**src/rtl/cpu_pkg.sv**
```systemverilog
// Shared CPU pipeline definitions: datapath widths, NOP opcode and
// operand forward-select encoding.
package cpu_pkg;

  localparam int unsigned DATA_W = 32;
  localparam int unsigned OP_W   = 6;
  localparam int unsigned REG_W  = 5;
  localparam int unsigned CNT_W  = 16;

  localparam logic [OP_W-1:0] OP_NOP = 6'h00;

  typedef enum logic [1:0] {
    FWD_RF    = 2'b00,
    FWD_EXMEM = 2'b01,
    FWD_MEMWB = 2'b10
  } fwd_sel_e;

endpackage

```
**src/rtl/fwd_mux.sv**
```systemverilog
// Combinational operand forward selector: EX/MEM beats MEM/WB beats
// register file; register 0 is never forwarded.
module fwd_mux
  import cpu_pkg::*;
#(
  parameter int unsigned N  = DATA_W,
  parameter int unsigned RW = REG_W
) (
  input  logic [RW-1:0] src,
  input  logic [N-1:0]  rf_data,
  input  logic          exmem_reg_write,
  input  logic [RW-1:0] exmem_rd,
  input  logic [N-1:0]  exmem_result,
  input  logic          memwb_reg_write,
  input  logic [RW-1:0] memwb_rd,
  input  logic [N-1:0]  memwb_result,
  output logic [N-1:0]  operand_c
);

  fwd_sel_e sel;

  always_comb begin
    sel = FWD_RF;
    if (exmem_reg_write && (exmem_rd == src) && (src != '0)) begin
      sel = FWD_EXMEM;
    end else if (memwb_reg_write && (memwb_rd == src) && (src != '0)) begin
      sel = FWD_MEMWB;
    end
  end

  always_comb begin
    case (sel)
      FWD_EXMEM: operand_c = exmem_result;
      FWD_MEMWB: operand_c = memwb_result;
      default:   operand_c = rf_data;
    endcase
  end

endmodule

```
**src/rtl/id_ex_stage.sv**
```systemverilog
// ID/EX pipeline register with capture-time forwarding, stall hold with
// MEM/WB operand refresh, flush bubble insertion and a bubble counter.
module id_ex_stage
  import cpu_pkg::*;
#(
  parameter int unsigned N   = DATA_W,
  parameter int unsigned OPW = OP_W,
  parameter int unsigned RW  = REG_W
) (
  input  logic           clk,
  input  logic           rst_n,
  input  logic           id_valid,
  input  logic           stall,
  input  logic           flush,
  input  logic [OPW-1:0] id_opcode,
  input  logic [RW-1:0]  id_rs,
  input  logic [RW-1:0]  id_rt,
  input  logic [RW-1:0]  id_rd,
  input  logic [N-1:0]   id_rs_data,
  input  logic [N-1:0]   id_rt_data,
  input  logic           id_reg_write,
  input  logic           exmem_reg_write,
  input  logic [RW-1:0]  exmem_rd,
  input  logic [N-1:0]   exmem_result,
  input  logic           memwb_reg_write,
  input  logic [RW-1:0]  memwb_rd,
  input  logic [N-1:0]   memwb_result,
  output logic           ex_valid,
  output logic [OPW-1:0] ex_opcode,
  output logic [N-1:0]   ex_a,
  output logic [N-1:0]   ex_b,
  output logic [RW-1:0]  ex_rs,
  output logic [RW-1:0]  ex_rt,
  output logic [RW-1:0]  ex_rd,
  output logic           ex_reg_write,
  output logic [15:0]    bubble_cnt
);

  logic [N-1:0]   fwd_a_c;
  logic [N-1:0]   fwd_b_c;

  logic           nxt_valid;
  logic [OPW-1:0] nxt_opcode;
  logic [N-1:0]   nxt_a;
  logic [N-1:0]   nxt_b;
  logic [RW-1:0]  nxt_rs;
  logic [RW-1:0]  nxt_rt;
  logic [RW-1:0]  nxt_rd;
  logic           nxt_reg_write;
  logic [15:0]    nxt_bubble_cnt;
  logic           bubble_inc;
  logic           first_cycle_q;

  fwd_mux #(.N(N), .RW(RW)) u_fwd_a (
    .src             (id_rs),
    .rf_data         (id_rs_data),
    .exmem_reg_write (exmem_reg_write),
    .exmem_rd        (exmem_rd),
    .exmem_result    (exmem_result),
    .memwb_reg_write (memwb_reg_write),
    .memwb_rd        (memwb_rd),
    .memwb_result    (memwb_result),
    .operand_c       (fwd_a_c)
  );

  fwd_mux #(.N(N), .RW(RW)) u_fwd_b (
    .src             (id_rt),
    .rf_data         (id_rt_data),
    .exmem_reg_write (exmem_reg_write),
    .exmem_rd        (exmem_rd),
    .exmem_result    (exmem_result),
    .memwb_reg_write (memwb_reg_write),
    .memwb_rd        (memwb_rd),
    .memwb_result    (memwb_result),
    .operand_c       (fwd_b_c)
  );

  // Next-state selection: flush > stall (hold + MEM/WB refresh) > capture.
  always_comb begin
    nxt_valid     = ex_valid;
    nxt_opcode    = ex_opcode;
    nxt_a         = ex_a;
    nxt_b         = ex_b;
    nxt_rs        = ex_rs;
    nxt_rt        = ex_rt;
    nxt_rd        = ex_rd;
    nxt_reg_write = ex_reg_write;
    bubble_inc    = 1'b0;

    if (flush || (!stall && !id_valid)) begin
      nxt_valid     = 1'b0;
      nxt_opcode    = OPW'(OP_NOP);
      nxt_a         = '0;
      nxt_b         = '0;
      nxt_rs        = '0;
      nxt_rt        = '0;
      nxt_rd        = '0;
      nxt_reg_write = 1'b0;
      bubble_inc    = 1'b1;
    end else if (stall) begin
      // Load-use value may land in MEM/WB while this instruction waits.
      if (memwb_reg_write && (memwb_rd == ex_rs) && (ex_rs != '0)) begin
        nxt_a = memwb_result;
      end
      if (memwb_reg_write && (memwb_rd == ex_rt) && (ex_rt != '0)) begin
        nxt_b = memwb_result;
      end
    end else begin
      nxt_valid     = 1'b1;
      nxt_opcode    = id_opcode;
      nxt_a         = fwd_a_c;
      nxt_b         = fwd_b_c;
      nxt_rs        = id_rs;
      nxt_rt        = id_rt;
      nxt_rd        = id_rd;
      nxt_reg_write = id_reg_write;
    end

    nxt_bubble_cnt = bubble_cnt;
    if (bubble_inc && !first_cycle_q && (bubble_cnt != 16'hFFFF)) begin
      nxt_bubble_cnt = bubble_cnt + 16'd1;
    end
  end

  always_ff @(posedge clk or negedge rst_n) begin
    if (!rst_n) begin
      ex_valid      <= 1'b0;
      ex_opcode     <= OPW'(OP_NOP);
      ex_a          <= '0;
      ex_b          <= '0;
      ex_rs         <= '0;
      ex_rt         <= '0;
      ex_rd         <= '0;
      ex_reg_write  <= 1'b0;
      bubble_cnt    <= '0;
      first_cycle_q <= 1'b1;
    end else begin
      ex_valid      <= nxt_valid;
      ex_opcode     <= nxt_opcode;
      ex_a          <= nxt_a;
      ex_b          <= nxt_b;
      ex_rs         <= nxt_rs;
      ex_rt         <= nxt_rt;
      ex_rd         <= nxt_rd;
      ex_reg_write  <= nxt_reg_write;
      bubble_cnt    <= nxt_bubble_cnt;
      first_cycle_q <= 1'b0;
    end
  end

endmodule

```
**config.mk**
```make
export PLATFORM = sky130hd
export DESIGN_NAME = id_ex_stage
export DESIGN_NICKNAME = d
export VERILOG_FILES = /design/src/rtl/cpu_pkg.sv /design/src/rtl/fwd_mux.sv /design/src/rtl/id_ex_stage.sv
export SDC_FILE = /design/constraint.sdc
export NUM_CORES = 1
export LEC_CHECK = 0
export ABC_AREA = 1
export CELL_PAD_IN_SITES_DETAIL_PLACEMENT = 1
export CELL_PAD_IN_SITES_GLOBAL_PLACEMENT = 2
export CORE_ASPECT_RATIO = 0.8
export CORE_MARGIN = 1.5
export CORE_UTILIZATION = 24
export DETAILED_ROUTE_END_ITERATION = 8
export PLACE_DENSITY = 0.91
export SLEW_MARGIN = 20
export SYNTH_ARGS = -nofsm -noshare
export SYNTH_HDL_FRONTEND = slang
export SYNTH_SLANG_ARGS = --single-unit
```
**constraint.sdc**
```tcl
create_clock -name clk -period 2.7 [get_ports clk]
set_clock_uncertainty 0.05 [all_clocks]
set_input_delay 0.27 -clock clk [delete_from_list [all_inputs] [get_ports clk]]
set_output_delay 0.27 -clock clk [all_outputs]
set_load 0.05 [all_outputs]
```
# [Yosys cells after proc, flatten, opt, wreduce, memory -nomap -nowiden]
# Index checks and enable logic that the tools add are counted.
[totals] ff_bits=104 input_bits=167 out_inout_bits=103 wordCells=73
[op_classes] add_sub_neg=1 eq_ne=14 n_mux=25 reduce_logical=23
[ops] operator="two-way mux 32 bit" n=6
[ops] operator="case mux 32 bit (2 select lines)" n=2
[ops] operator="== test 5 bit" n=6
[ops] operator="two-way mux 5 bit" n=6
[ops] operator="nonzero test 5 bit" n=4
[ops] operator="adder 16 x 1 -> 16 bit, second input constant" n=1
[ops] operator="inequality test 16 bit, second input constant" n=1
[ops] operator="logical AND 1 bit" n=15
[ops] operator="two-way mux 6 bit" n=2
[ops] operator="two-way mux 2 bit" n=4
[ops] operator="inequality test 3 x 1 -> 1 bit, second input constant" n=2
[ops] operator="two-way mux 1 bit" n=5
[ops] operator="== test 2 x 1 -> 1 bit, second input constant" n=2
[ops] operator="== test 2 bit, second input constant" n=2
[ops] operator="logical NOT 1 bit" n=3
[ops] operator="inequality test 2 x 1 -> 1 bit, second input constant" n=1
[ops] operator="logical OR 1 bit" n=1

# [Logic depth before layout (Yosys ltp)]
[depth] depth_word=9 depth_mapped=15

# [Cells and area by module]
# From an unflattened synthesis, not the netlist that was laid out.
[hier_totals] cells_unflattened=1279 hier_area_um2=8101.5
[modules_own_cells] mod="id_ex_stage" instances=1 cells_per_inst=865 area_per_inst_um2=5814.3 seq_area_each_um2=2603.7
[modules_own_cells] mod="fwd_mux" instances=2 cells_per_inst=207 area_per_inst_um2=1143.6 seq_area_each_um2=0.0

# [Worst setup path after synthesis]
# No wires, ideal clock.
[synth_timing] path_kind="register to register" startpoint="register bubble_cnt[0]" endpoint="register bubble_cnt[13]" t_arrival_ps=1763 slack_ps=764 path_stages_with_launch=10 period_less_slack_ps=1936 path_cell_list="dfrtp_1 -> ha_1 -> nand3_1 -> nor2_1 -> nand3_1 -> nand2_2 -> nor2_1 -> nand3_1 -> o21ai_0 -> nand2_1"
[synth_between] elab_chain_len=2 elab_cells_between_ends=3 classes_between="1 x add/sub; 1 x eq/ne; 1 x reduce/logical"
[synth_rtl] element="start: declaration" line="id_ex_stage.sv:36" rtl="output logic [15:0] bubble_cnt"
[synth_rtl] element="start signal: assignment" line="id_ex_stage.sv:146" rtl="bubble_cnt <= nxt_bubble_cnt;"
[synth_rtl] element="branches (longest 2 deep; another with adder 16 x 1 -> 16 bit)"
# Parallel ways; which one is timed is not known.
# A chain may end at the register's enable or synchronous reset.

# [Final worst setup path]
[layout_timing] startpoint="input id_rt[0]" endpoint="register ex_b[16]"
[layout_between] elab_chain_len=9 elab_cells_between_ends=14 classes_between="4 x eq/ne; 5 x mux; 5 x reduce/logical"
[layout_rtl] element="start: declaration" line="id_ex_stage.sv:17" rtl="input logic [RW-1:0] id_rt,"
[layout_rtl] element="== test 5 bit" line="fwd_mux.sv:26" rtl="end else if (memwb_reg_write && (memwb_rd == src) && (src != '0)) begin"
[layout_rtl] element="logical AND 1 bit (2 in a row)" line="fwd_mux.sv:26"
[layout_rtl] element="two-way mux 2 bit" line="fwd_mux.sv:26"
[layout_rtl] element="two-way mux 2 bit (*)" line="fwd_mux.sv:24" rtl="if (exmem_reg_write && (exmem_rd == src) && (src != '0)) begin"
[layout_rtl] element="== test 2 bit / == test 2 x 1 -> 1 bit (equally long branches)" line="fwd_mux.sv:32" rtl="case (sel)"
[layout_rtl] element="case mux 32 bit (2 select lines) (*)" line="fwd_mux.sv:32"
[layout_rtl] element="two-way mux 32 bit (*)" line="id_ex_stage.sv:100" rtl="end else if (stall) begin"
[layout_rtl] element="two-way mux 32 bit (*)" line="id_ex_stage.sv:90" rtl="if (flush || (!stall && !id_valid)) begin"
[layout_rtl] element="end signal: assignment" line="id_ex_stage.sv:141" rtl="ex_b <= nxt_b;"
[layout_rtl] element="end: declaration" line="id_ex_stage.sv:31" rtl="output logic [N-1:0] ex_b,"
# Every way passes the cells marked *; elsewhere a longest branch is shown, timed or not.

==> metrics.yaml <==
status: "finished clean"
crit_buf_inv: 3
slowest_delay_ps: 510
die_width_um: 189
wl_per_cell_um: 18.7
cts-root-buf: "clkbuf_16"
drc: 0
synth_nets: 1184
final_common_cell: "nand2_1"
netlist_instances: 1016
grt_pass1_vias: 8017
min-delay-path-class: "in2reg"
worst_slack_ps: 652
cts_sinks: 104
drive_above_1_share: 0.0727
start_util: 0.244
io_buffer_count: 269
crit_path_top_delay_cell: "clkdlybuf4s50_1"
setup_viol: 0
synth_ff_type: "dfrtp_1"
yosys_warnings: 0
path_clk_slew_ps: 80
postRouteAntennaNets: 0
crit_type: "in2reg"
via_per_inst: 4.65
crit_fanout: 25
arrival_ps: 2300
slew_violations: 0
hold_viol: 0
required_ps: 2950
firstDrtPassIters: 5
cp_top_family: "simple AND/OR/NAND/NOR gates"
area.growth.synth_to_final_pct: 52.3
clock_tree.buffer_depth: 2
ys_types: 33
cpMostUsedCell: "nand2_1"
crit_path_end_kind: "flop"
synthArstFlopShare: 1.00
synth_top_area_frac: 0.387
ys_top_cells_by_area: "dfrtp_1, nand2_1, nand3_1, buf_2, inv_1"
preCtsSetupSlack_ps: 272
gr-total-overflow: 0
finalWirelength_um: 30900
ys_seq_area_frac: 0.391
insertion_delay_ps: 360
yosys.area.top_type: "dfrtp_1"
cts_setup_buffers: 0
layout_min_cycle_time_ps: 2050
final_cell_mix: "nand2_1, clkdlybuf4s50_1, nand3_1"
row_count: 54
nNetsFinal: 1444
vdd_drop_max_v: 0.000423
synth_enable_flop_cells: 0
place.gp.congestion: 0.877
antenna_found_initial: 6
dieArea_sq_um: 28700
fmax_mhz: 488
syn_area_sq_um: 6650
grt_pass1_wl_um: 47400
slew_headroom: 0.437
drtIter0Drc: 379
ys_ff_latch: 104
numCtsBuffers: 9
rsz0062_at_grt: "false"
start_kind: "input pin"
powerDensity_nw_per_um2: 487
cts_tree: "built"
drv_cap: 0
final.setup.tns_ps: 0
leakagePower_nw: 5.09
path_cells: "clkdlybuf4s50_1 -> inv_2 -> nand3_1 -> nor2_4 -> nor2_4 -> nand2_4 -> nand3_2 -> nand2_4 -> buf_12 -> nand2_1 -> nand2_1 -> nand2_1 -> nand2_1"
grt_usage: 0.214
detailed_place_hpwl_um: 23100
vias: 7666
worstMarginPinSlew_ps: 844
cts_max_level: 3
io-pin-count: 270
grt_max_degree: 74
avgSynthCellArea_sq_um: 6.55
finalCritPeriodShare: 0.758
core_sq_um: 27200
utilization: 0.372
die_y_um: 152
[synth_stat cells, types with 2 or more instances]
| library cell | count |
|---|---|
| nand2_1 | 536 |
| nand3_1 | 149 |
| dfrtp_1 | 103 |
| inv_1 | 31 |
| nor2_1 | 31 |
| buf_2 | 30 |
| inv_2 | 17 |
| nand2_2 | 13 |
| nand4_1 | 12 |
| xor2_1 | 12 |
| clkbuf_1 | 10 |
| o21ai_0 | 10 |
| o22ai_1 | 8 |
| xnor2_1 | 8 |
| buf_1 | 6 |
| buf_6 | 6 |
| nand3b_1 | 6 |
| nor3_1 | 5 |
| a21oi_1 | 3 |
| nand2_4 | 3 |
| nor2_2 | 3 |
| nor2_4 | 2 |
| nor2_8 | 2 |
[layer usage]
metal	global-route usage	wire length [um]	part of all wire	up-vias
met5	0	46	0.0015	-
met1	0.289	14100	0.46	3676
met2	0.337	13700	0.44	243
met3	0.0693	2790	0.090	26
li1	-	-	-	3713
met4	0.0355	261	0.0085	8
[per-stage QoR]
stage | hold slack [ps] | area, sq um | instances | total power, mW
after detailed placement | 295 | 9830 | 1628 | 3.62
after global placement | 296 | 9830 | 1628 | 3.60
final | 406 | 10100 | 1647 | 4.93
after global routing | 421 | 10100 | 1644 | 5.18
after floorplan | -75.6 | 6650 | 1016 | 2.78
after CTS | 389 | 10100 | 1644 | 5.00
[timing repair]
| item | 4_1_cts | 5_1_grt |
|---|---|---|
| endpoints found under the hold margin | 44 | 0 |
| resized for setup | 0 | 0 |
| hold buffers | 1 | 0 |
[sequential cells by signal, summed over array words and instances, names as in the netlist]
| signal | flops |
|---|---|
| ex_rt | 5 |
| ex_rs | 5 |
| ex_opcode | 6 |
| bubble_cnt | 16 |
| ex_rd | 5 |
| ex_reg_write | 1 |
| first_cycle_q | 1 |
| ex_a | 32 |
| ex_b | 32 |
| ex_valid | 1 |
[report_power, final]
part / switching [mW] / total [mW] / internal, mW
sequential: 0.129 / 1.82 / 1.69
clock: 0.678 / 1.35 / 0.669
combinational: 1.10 / 1.76 / 0.661
[area by class of cell]
type	count	area, sq um
clock inverters	5	46.3
diodes	3	7.51
inverters	48	181
flip-flops and latches	104	2600
multi-input cells	811	3600
clock buffers	10	239
repair buffers	302	3000
fillers	3400	17100
well taps	364	455
[final timing paths]
path | slack [ps] | cells past startpoint | from | to
min in group asynchronous | 430 | 2 | rst_n | ex_a[10]$_DFFE_PN0P_
setup reg to reg | 770 | 9 | bubble_cnt[0]$_DFFE_PN0P_ | bubble_cnt[13]$_DFFE_PN0P_
hold reg to reg | 430 | 2 | ex_a[9]$_DFFE_PN0P_ | ex_a[9]$_DFFE_PN0P_
setup / recovery | 650 | 13 | id_rt[0] | ex_b[16]$_DFFE_PN0P_
hold / removal | 410 | 3 | id_opcode[2] | ex_opcode[2]$_DFFE_PN0P_
max in group asynchronous | 1340 | 3 | rst_n | ex_rs[3]$_DFFE_PN0P_
[tightest hold or removal path: stages]
cell             delay, ps
clkdlybuf4s50_1        390
nand3_1                 80
nand2_1                 40
[logic make-up (layout without fill, tap and decap cells)]
group / Yosys count / in the layout / synth area share
and+or+nand+nor: 767 / 767 / 0.492
DFF: 104 / 104 / 0.391
other: 1 / 4 / 0.000564
buffers and inverters: 101 / 365 / 0.0700
xor gates and xnor gates: 20 / 20 / 0.0263
AOI/OAI and AO/OA: 22 / 22 / 0.0184
adders and majority gates: 1 / 1 / 0.00188
Note: power is estimated with default switching activity, not from simulation.
